<file path="config.mk">
export PLATFORM = sky130hd
export DESIGN_NAME = pid_seq_flat
export DESIGN_NICKNAME = d
export VERILOG_FILES = /design/src/rtl/pid_pkg.sv /design/src/rtl/pid_seq_if.sv /design/src/rtl/pid_seq_add32.sv /design/src/rtl/pid_seq.sv /design/src/flat_wrapper.sv
export SDC_FILE = /design/constraint.sdc
export NUM_CORES = 1
export LEC_CHECK = 0
export BUFFER_PORTS_ARGS = -buffer_cell sky130_fd_sc_hd__buf_4
export CORE_MARGIN = 2
export CORE_UTILIZATION = 58
export DETAILED_ROUTE_END_ITERATION = 6
export PLACE_DENSITY = 0.86
export SLEW_MARGIN = 25
export SYNTH_ARGS = -nofsm -noshare
export SYNTH_HDL_FRONTEND = slang
export SYNTH_SLANG_ARGS = --single-unit
export TNS_END_PERCENT = 20
</file>
<file path="constraint.sdc">
create_clock -name clk -period 2.5 [get_ports clk]
set_input_delay 0.25 -clock clk [delete_from_list [all_inputs] [get_ports clk]]
set_output_delay 0.25 -clock clk [all_outputs]
set_load 0.02 [all_outputs]
</file>
<file path="src/rtl/pid_pkg.sv">
// Shared types and sign-magnitude helpers for the PID sequencer.
package pid_pkg;

  typedef struct packed {
    logic        sign;
    logic [30:0] mag;
  } sm32_t;

  typedef enum logic [2:0] {
    ST_IDLE,
    ST_SAMPLE,
    ST_START,
    ST_WAIT,
    ST_APPLY
  } pid_state_t;

  localparam logic [30:0] MAG_MAX = 31'h7FFF_FFFF;

  function automatic sm32_t sm_neg(sm32_t x);
    sm32_t r;
    r      = x;
    r.sign = ~x.sign;
    return r;
  endfunction

  function automatic logic sm_mag_gt(sm32_t a, sm32_t b);
    return a.mag > b.mag;
  endfunction

  // Both +0 and -0 collapse to all-zeros.
  function automatic sm32_t sm_norm(sm32_t x);
    return (x.mag == 31'd0) ? sm32_t'(32'h0) : x;
  endfunction

endpackage

</file>
<file path="src/rtl/pid_seq_if.sv">
// Handshake/operand bundle between the PID sequencer and its environment.
interface pid_seq_if;
  import pid_pkg::*;

  logic  en;
  logic  tick;
  sm32_t setpoint;
  sm32_t position;
  sm32_t pid_out;
  logic  pid_done;
  sm32_t error;
  logic  start_calc;
  sm32_t cmd_out;
  logic  cmd_valid;
  logic  busy;
  logic  timeout_err;
  logic  overrun;
  logic  err_sat;

  modport master (
    output en, tick, setpoint, position, pid_out, pid_done,
    input  error, start_calc, cmd_out, cmd_valid, busy, timeout_err, overrun, err_sat
  );

  modport slave (
    input  en, tick, setpoint, position, pid_out, pid_done,
    output error, start_calc, cmd_out, cmd_valid, busy, timeout_err, overrun, err_sat
  );

endinterface

</file>
<file path="src/rtl/pid_seq_add32.sv">
// Combinational sign-magnitude adder; ovf flags a magnitude carry out of bit 30.
module add32
  import pid_pkg::*;
(
  input  sm32_t a,
  input  sm32_t b,
  output sm32_t sum,
  output logic  ovf
);

  logic [31:0] mag_sum;
  logic [30:0] mag_diff;
  logic        a_big;
  sm32_t       raw;

  always_comb begin
    mag_sum  = {1'b0, a.mag} + {1'b0, b.mag};
    a_big    = !sm_mag_gt(b, a);
    mag_diff = a_big ? (a.mag - b.mag) : (b.mag - a.mag);
    raw      = '0;
    ovf      = 1'b0;
    sum      = '0;
    if (a.sign == b.sign) begin
      ovf      = mag_sum[31];
      raw.sign = a.sign;
      raw.mag  = mag_sum[30:0];
      // On overflow keep the sign even if the truncated magnitude is zero.
      sum      = ovf ? raw : sm_norm(raw);
    end else begin
      raw.sign = a_big ? a.sign : b.sign;
      raw.mag  = mag_diff;
      sum      = sm_norm(raw);
    end
  end

endmodule

</file>
<file path="src/rtl/pid_seq.sv">
// PID loop sequencer: samples error, kicks the PID, scales/clamps the result to a command.
// Optional slew limiting of the command is built when PID_SEQ_SLEW_EN is defined.
//
// state     | meaning
// ST_IDLE   | waiting for tick with en high
// ST_SAMPLE | registering setpoint - position
// ST_START  | start_calc pulse to the PID
// ST_WAIT   | waiting for pid_done, bounded by TIMEOUT_CYCLES
// ST_APPLY  | computing the new command; cmd_valid follows
module pid_seq
  import pid_pkg::*;
#(
  parameter int unsigned TIMEOUT_CYCLES = 64,
  parameter int unsigned OUT_SHIFT      = 8,
  parameter logic [30:0] CMD_LIMIT      = 31'h0000_FFFF
`ifdef PID_SEQ_SLEW_EN
  ,
  parameter logic [30:0] SLEW_MAX       = 31'd256
`endif
) (
  input logic       clk,
  input logic       nrst,
  pid_seq_if.slave  bus
);

  localparam int TW = $clog2(TIMEOUT_CYCLES + 1);

  pid_state_t  state;
  logic [TW-1:0] wait_cnt;
  sm32_t       err_r;
  sm32_t       cmd_r;
  sm32_t       pid_cap;
  logic        start_r;
  logic        valid_r;
  logic        to_r;
  logic        ov_r;
  logic        sat_r;

  sm32_t       pos_neg;
  sm32_t       err_sum;
  logic        diff_ovf;
  sm32_t       err_clamped;

  assign pos_neg = sm_neg(bus.position);

  add32 u_sub (
    .a   (bus.setpoint),
    .b   (pos_neg),
    .sum (err_sum),
    .ovf (diff_ovf)
  );

  always_comb begin
    err_clamped = err_sum;
    if (diff_ovf) err_clamped.mag = MAG_MAX;
  end

  logic [30:0] shifted;
  logic [30:0] target_mag;
  sm32_t       target;
  sm32_t       cmd_next;

  always_comb begin
    shifted     = pid_cap.mag >> OUT_SHIFT;
    target_mag  = (shifted > CMD_LIMIT) ? CMD_LIMIT : shifted;
    target.sign = pid_cap.sign;
    target.mag  = target_mag;
    target      = sm_norm(target);
  end

`ifdef PID_SEQ_SLEW_EN
  function automatic logic signed [32:0] sm_to_s33(sm32_t x);
    logic signed [32:0] m;
    m = $signed({2'b00, x.mag});
    return x.sign ? -m : m;
  endfunction

  function automatic sm32_t s33_to_sm(logic signed [32:0] v);
    logic [30:0] m;
    sm32_t       r;
    m      = 31'(v[32] ? -v : v);
    r.sign = v[32];
    r.mag  = m;
    return sm_norm(r);
  endfunction

  logic signed [32:0] tgt_s, prev_s, step_s, slew_s, next_s;

  // Signed arithmetic lets a step cross zero without special casing.
  always_comb begin
    tgt_s  = sm_to_s33(target);
    prev_s = sm_to_s33(cmd_r);
    slew_s = $signed({2'b00, SLEW_MAX});
    step_s = tgt_s - prev_s;
    if (step_s > slew_s)       next_s = prev_s + slew_s;
    else if (step_s < -slew_s) next_s = prev_s - slew_s;
    else                       next_s = tgt_s;
    cmd_next = s33_to_sm(next_s);
  end
`else
  assign cmd_next = target;
`endif

  always_ff @(posedge clk or negedge nrst) begin
    if (!nrst) begin
      state    <= ST_IDLE;
      wait_cnt <= '0;
      err_r    <= '0;
      cmd_r    <= '0;
      pid_cap  <= '0;
      start_r  <= 1'b0;
      valid_r  <= 1'b0;
      to_r     <= 1'b0;
      ov_r     <= 1'b0;
      sat_r    <= 1'b0;
    end else begin
      start_r <= 1'b0;
      valid_r <= 1'b0;
      if (bus.tick && state != ST_IDLE) ov_r <= 1'b1;
      if (!bus.en) begin
        state <= ST_IDLE;
      end else begin
        case (state)
          ST_IDLE: begin
            if (bus.tick) state <= ST_SAMPLE;
          end
          ST_SAMPLE: begin
            err_r   <= err_clamped;
            if (diff_ovf) sat_r <= 1'b1;
            start_r <= 1'b1;
            state   <= ST_START;
          end
          ST_START: begin
            wait_cnt <= TW'(TIMEOUT_CYCLES - 1);
            state    <= ST_WAIT;
          end
          ST_WAIT: begin
            if (bus.pid_done) begin
              pid_cap <= bus.pid_out;
              state   <= ST_APPLY;
            end else if (wait_cnt == '0) begin
              to_r  <= 1'b1;
              state <= ST_IDLE;
            end else begin
              wait_cnt <= wait_cnt - 1'b1;
            end
          end
          ST_APPLY: begin
            cmd_r   <= cmd_next;
            valid_r <= 1'b1;
            state   <= ST_IDLE;
          end
          default: state <= ST_IDLE;
        endcase
      end
    end
  end

  assign bus.error       = err_r;
  assign bus.start_calc  = start_r;
  assign bus.cmd_out     = cmd_r;
  assign bus.cmd_valid   = valid_r;
  assign bus.busy        = (state != ST_IDLE);
  assign bus.timeout_err = to_r;
  assign bus.overrun     = ov_r;
  assign bus.err_sat     = sat_r;

endmodule

</file>
<file path="src/flat_wrapper.sv">
// flat-port wrapper written by rule: the top's interface ports become plain ports
module pid_seq_flat import pid_pkg::*;
#(
  parameter int unsigned TIMEOUT_CYCLES = 64,
  parameter int unsigned OUT_SHIFT      = 8,
  parameter logic [30:0] CMD_LIMIT      = 31'h0000_FFFF

)
  (clk, nrst, bus_en, bus_tick, bus_setpoint, bus_position, bus_pid_out, bus_pid_done, bus_error, bus_start_calc, bus_cmd_out, bus_cmd_valid, bus_busy, bus_timeout_err, bus_overrun, bus_err_sat);
  pid_seq_if bus_i ();
  input logic clk;
  input logic nrst;
  input wire logic [$bits(bus_i.en)-1:0] bus_en;
  input wire logic [$bits(bus_i.tick)-1:0] bus_tick;
  input wire logic [$bits(bus_i.setpoint)-1:0] bus_setpoint;
  input wire logic [$bits(bus_i.position)-1:0] bus_position;
  input wire logic [$bits(bus_i.pid_out)-1:0] bus_pid_out;
  input wire logic [$bits(bus_i.pid_done)-1:0] bus_pid_done;
  output wire logic [$bits(bus_i.error)-1:0] bus_error;
  output wire logic [$bits(bus_i.start_calc)-1:0] bus_start_calc;
  output wire logic [$bits(bus_i.cmd_out)-1:0] bus_cmd_out;
  output wire logic [$bits(bus_i.cmd_valid)-1:0] bus_cmd_valid;
  output wire logic [$bits(bus_i.busy)-1:0] bus_busy;
  output wire logic [$bits(bus_i.timeout_err)-1:0] bus_timeout_err;
  output wire logic [$bits(bus_i.overrun)-1:0] bus_overrun;
  output wire logic [$bits(bus_i.err_sat)-1:0] bus_err_sat;
  assign bus_i.en = bus_en;
  assign bus_i.tick = bus_tick;
  assign bus_i.setpoint = bus_setpoint;
  assign bus_i.position = bus_position;
  assign bus_i.pid_out = bus_pid_out;
  assign bus_i.pid_done = bus_pid_done;
  assign bus_error = bus_i.error;
  assign bus_start_calc = bus_i.start_calc;
  assign bus_cmd_out = bus_i.cmd_out;
  assign bus_cmd_valid = bus_i.cmd_valid;
  assign bus_busy = bus_i.busy;
  assign bus_timeout_err = bus_i.timeout_err;
  assign bus_overrun = bus_i.overrun;
  assign bus_err_sat = bus_i.err_sat;
  pid_seq #(.TIMEOUT_CYCLES(TIMEOUT_CYCLES), .OUT_SHIFT(OUT_SHIFT), .CMD_LIMIT(CMD_LIMIT)) u_core (.clk(clk), .nrst(nrst), .bus(bus_i));
endmodule
</file>
==> flow_summary.toml, run 1 <==
[cts]
cts_max_level = 3
numCtsBuffers = 9
clk_path_buf_depth = 2
cts-root-buf = "clkbuf_16"
cts_sinks = 95

[placed_design]
placedCellCount = 2075
io_buffers = 154
gp_congestion = 1.15
post_dp_cell_area_sq_mm = 0.0144
post-place-ws_ps = -1220
hpwl_microns = 34000

[yosys]
synth.area.mux_share = 0.0103
ys_types = 75
synth_compound_area_frac = 0.271
synth_top_area_frac = 0.237
synthXorXnorAreaFrac = 0.0480
synthArstFlopShare = 1.00
yosys.area_share.simple = 0.240
netlist_instances = 1358
ys_warn_count = 0
synth_fa_ha_area_frac = 0.122
synth_top_family_by_area = "compound AO/OA/AOI/OAI gates"
synth_edf_count = 0
yosysSeqAreaShare = 0.237
synth.most_common_cell = "nand2_1"
synth_ff_type = "dfrtp_1"
ys_top_cells_by_area = "dfrtp_1, ha_1, nand2_1"
ys_ff_latch = 95
synth_area_sq_mm = 0.0100
synthTopCellsByCount = "nand2_1, o21ai_0, a21oi_1"
postSynthAreaPerCell_sq_um = 7.39
yosysTopAreaCell = "dfrtp_1"

[global_routing]
grt_first_pass_wirelength_microns = 104000
grt_max_degree = 54
grt-ovfl-total = 52
grt_pass1_vias = 17600
grt_usage = 0.744

[floorplanning]
die_x_microns = 136
initial_utilization = 0.586
pin_count = 171
row_count = 48
fp.dieH_microns = 136

[outcome]
error_line = "[ERROR GRT-0116] Global routing finished with congestion. Check the congestion regions in the DRC Viewer."
stop_stage = "global routing (5_1_grt)"
status = "did not finish"
==> metrics by stage <==
stage / setup TNS [ps] / hold slack [ps]
floorplan: -8520 / -45.6
global placement: -24470 / 306
detailed placement: -29580 / 320
CTS: -12710 / 116
==> repair_timing <==
item	4_1_cts
pin swaps	63
endpoints found under the setup margin	33
hold buffers	1
cloned	2
buffers inserted	39
hold endpoints to repair	51
resized for setup	155
==> per-layer routing <==
metal,global-route usage,overflow
met1,0.729,2
met2,0.915,27
met3,0.602,0
met4,0.743,23
met5,0.297,0
==> logic make-up after synthesis <==
kind of cell    Yosys count
flops                    95
xor+xnor                 55
mux                      10
compound gates          425
other cells               1
buf+inv                 174
simple gates            502
fa+ha+maj                96
==> run 2: changes to the inputs <==
- CORE_UTILIZATION: 58 -> 40
- PLACE_DENSITY: 0.86 -> default
- PLACE_DENSITY_LB_ADDON: default -> 0.15
==> run 2 against run 1 <==
Net effect:
- the flow now finishes, with violations (negative setup slack)
- area after synthesis unchanged
- synthesized cell count did not move
==> flow_summary.toml, run 2 <==
[outcome]
status = "finished with violations"
violations = "negative setup slack"

[route]
routed_wl_microns = 40700
viasPerCell = 5.44
drc_errors = 0
wl_per_cell_microns = 18.0
dr.pass1.iters = 5
drt-initial-drc-count = 1110
vias = 12300
ant_nets = 0

[power]
irDropWorstVdd_uv = 566
internal_power_uw = 5400
total_power_uw = 9140
powerDensity_mw_per_mm2 = 566
p_clk_frac = 0.156
seq_power_share = 0.257
pwr-share-comb = 0.587
power.switching_uw = 3740
switching_share = 0.409
p_leak_uw = 0.00791

[sta]
worstMarginPinSlew_ps = 1020
finalSetupViolations = 33
finClkSkew_ps = 5.71
slew_headroom = 0.321
fmax_mhz = 307
hold_violations = 0
fin_ws_ps = -762
timing.final.crit_share = 1.30
tns_ps = -13620
drv_slew = 0
rsz0062_at_grt = "yes"
period_minus_slack_ps = 3260

[global_routing]
antenna_found_initial = 0
grt_max_degree = 52
grt_first_pass_wirelength_microns = 63400
grt_pass1_vias = 11800
grt_usage = 0.303
grt-ovfl-total = 0

[yosys]
ys_types = 75
yosys.area_share.simple = 0.240
synth_edf_count = 0
yosysTopAreaCell = "dfrtp_1"
netlist_instances = 1358
synthArstFlopShare = 1.00
synthTopCellsByCount = "nand2_1, o21ai_0, a21oi_1"
postSynthAreaPerCell_sq_um = 7.39
synthXorXnorAreaFrac = 0.0480
synth.most_common_cell = "nand2_1"
synth_top_family_by_area = "compound AO/OA/AOI/OAI gates"
yosysSeqAreaShare = 0.237
ys_warn_count = 0
synth_area_sq_mm = 0.0100
synth.area.mux_share = 0.0103
synth_fa_ha_area_frac = 0.122
synth_top_area_frac = 0.237
ys_top_cells_by_area = "dfrtp_1, ha_1, nand2_1"
synth_ff_type = "dfrtp_1"
synth_compound_area_frac = 0.271
ys_ff_latch = 95

[finish]
fill_cells = 2200
nets = 2130
final_common_cell = "buf_4"
postLayoutCellArea_sq_mm = 0.0161
drive_above_1_share = 0.406
area_growth_pct = 60.8
largest_reg_flops = 32
antenna_cells = 0
utilization = 0.660
final_cell_mix = "buf_4, nand2_1, o21ai_0, a21oi_1, dfrtp_1"

[cts]
clk_path_buf_depth = 2
clk_pin_slew_ps = 60
cts_max_level = 3
insertion_delay_ps = 340
cts-root-buf = "clkbuf_16"
numCtsBuffers = 9
cts_tree = "built"
cts_sinks = 95

[worst_setup_path]
rrSetupSlack_ps = 230
startpoint_type = "primary input"
cp_slowest_stage_delay_ps = 540
cp_slowest_cell = "or4_4"
required_ps = 2720
end_kind = "flip-flop"
crit_family = "simple AND/OR/NAND/NOR gates"
worstSetupPathType = "primary input to flip-flop"
crit_arrival_ps = 3480
cp_cell_sequence = "buf_8, inv_6, ha_4, or4_4, or3_4, a2111oi_4, nor4_4, o41ai_4, a41oi_2, xnor2_2, nor4_2, nand4_1, a22oi_1, o21ai_1"
cp_max_fo = 2
cp.buffers_inverters = 2

[floorplanning]
row_count = 57
initial_utilization = 0.410
fp.dieH_microns = 162
die_x_microns = 162
fp.dieArea_sq_mm = 0.0264
coreArea_sq_mm = 0.0245
pin_count = 171

[placed_design]
post-place-ws_ps = -1290
post_dp_cell_area_sq_mm = 0.0149
io_buffers = 154
gp_congestion = 1.01
hpwl_microns = 33800

[run]
drv_cap = 0

[hold_path]
hp-class = "primary input to flip-flop"
## run 2: repair_timing
| action | 4_1_cts | 5_1_grt |
|---|---|---|
| gates cloned | 0 | 1 |
| hold endpoints to repair | 50 | 0 |
| pin swaps | 44 | 33 |
| hold buffers | 1 | 0 |
| resized for setup | 91 | 58 |
| endpoints found under the setup margin | 33 | 33 |
| setup buffers | 15 | 7 |
## run 2: kinds of logic (layout without fill, tap and decap cells)
| family | count (synthesis) | in the layout |
|---|---|---|
| AND/OR/NAND/NOR | 502 | 502 |
| AO/OA/AOI/OAI | 425 | 425 |
| buffers and inverters | 174 | 746 |
| adder cells (fa/ha/maj) | 96 | 96 |
| flip-flops | 95 | 95 |
| XOR/XNOR | 55 | 55 |
| multiplexers | 10 | 10 |
| other | 1 | 8 |
## run 2: layer usage
layer | part of all wire | vias to the layer above | routed length (microns) | track usage
met3 | 0.063 | 69 | 2580 | 0.0178
met4 | 0.023 | 0 | 945 | 0.0728
li1 | - | 5966 | - | -
met2 | 0.45 | 456 | 18500 | 0.501
met1 | 0.46 | 5798 | 18700 | 0.435
met5 | 0 | - | 0 | 0
## run 2: final timing paths
check | from | endpoint | cells past startpoint
setup reg to reg | u_core.wait_cnt[0]$_DFFE_PN0P_ | u_core.wait_cnt[5]$_DFFE_PN0P_ | 9
max in group asynchronous | nrst | u_core.pid_cap[23]$_DFFE_PN0P_ | 3
hold / removal | bus_pid_out[16] | u_core.pid_cap[16]$_DFFE_PN0P_ | 3
hold reg to reg | u_core.pid_cap[30]$_DFFE_PN0P_ | u_core.pid_cap[30]$_DFFE_PN0P_ | 2
setup / recovery | bus_position[15] | u_core.bus.error[31]$_DFFE_PN0P_ | 14
min in group asynchronous | nrst | u_core.bus.timeout_err$_DFFE_PN0P_ | 2
## run 2: area by class of cell
cell class	instances	area, sq um	area share
inverters	98	390	0.0242
clock buffers	9	225	0.0140
well taps	324	405	0.0251
flip-flops and latches	95	2380	0.147
clock inverters	6	86.3	0.00535
repair buffers	633	4900	0.303
multi-input cells	1096	7760	0.481
## run 2: worst min-delay path, stage by stage
cell and delay [ps]:
buf_4 70, nand2_1 40, nand2_1 40
## run 2: stage by stage
step / cells / hold WS [ps]
global placement: 2222 / 316
floorplan: 1365 / -45.6
finish: 2261 / 97.4
detailed placement: 2222 / 321
global route: 2261 / 104
CTS: 2253 / 95.5
## run 2: power by group through the flow
stage          registers, uW  logic (uW)  clock network (uW)
6_report                2350        5360                1430
5_1_grt                 2410        5780                1510
4_1_cts                 2350        5150                1450
3_5_place_dp            2370        4950                   0
3_3_place_gp            2340        4910                   0
2_1_floorplan           2700        2090                   0
Power figures use the tool's default switching activity.
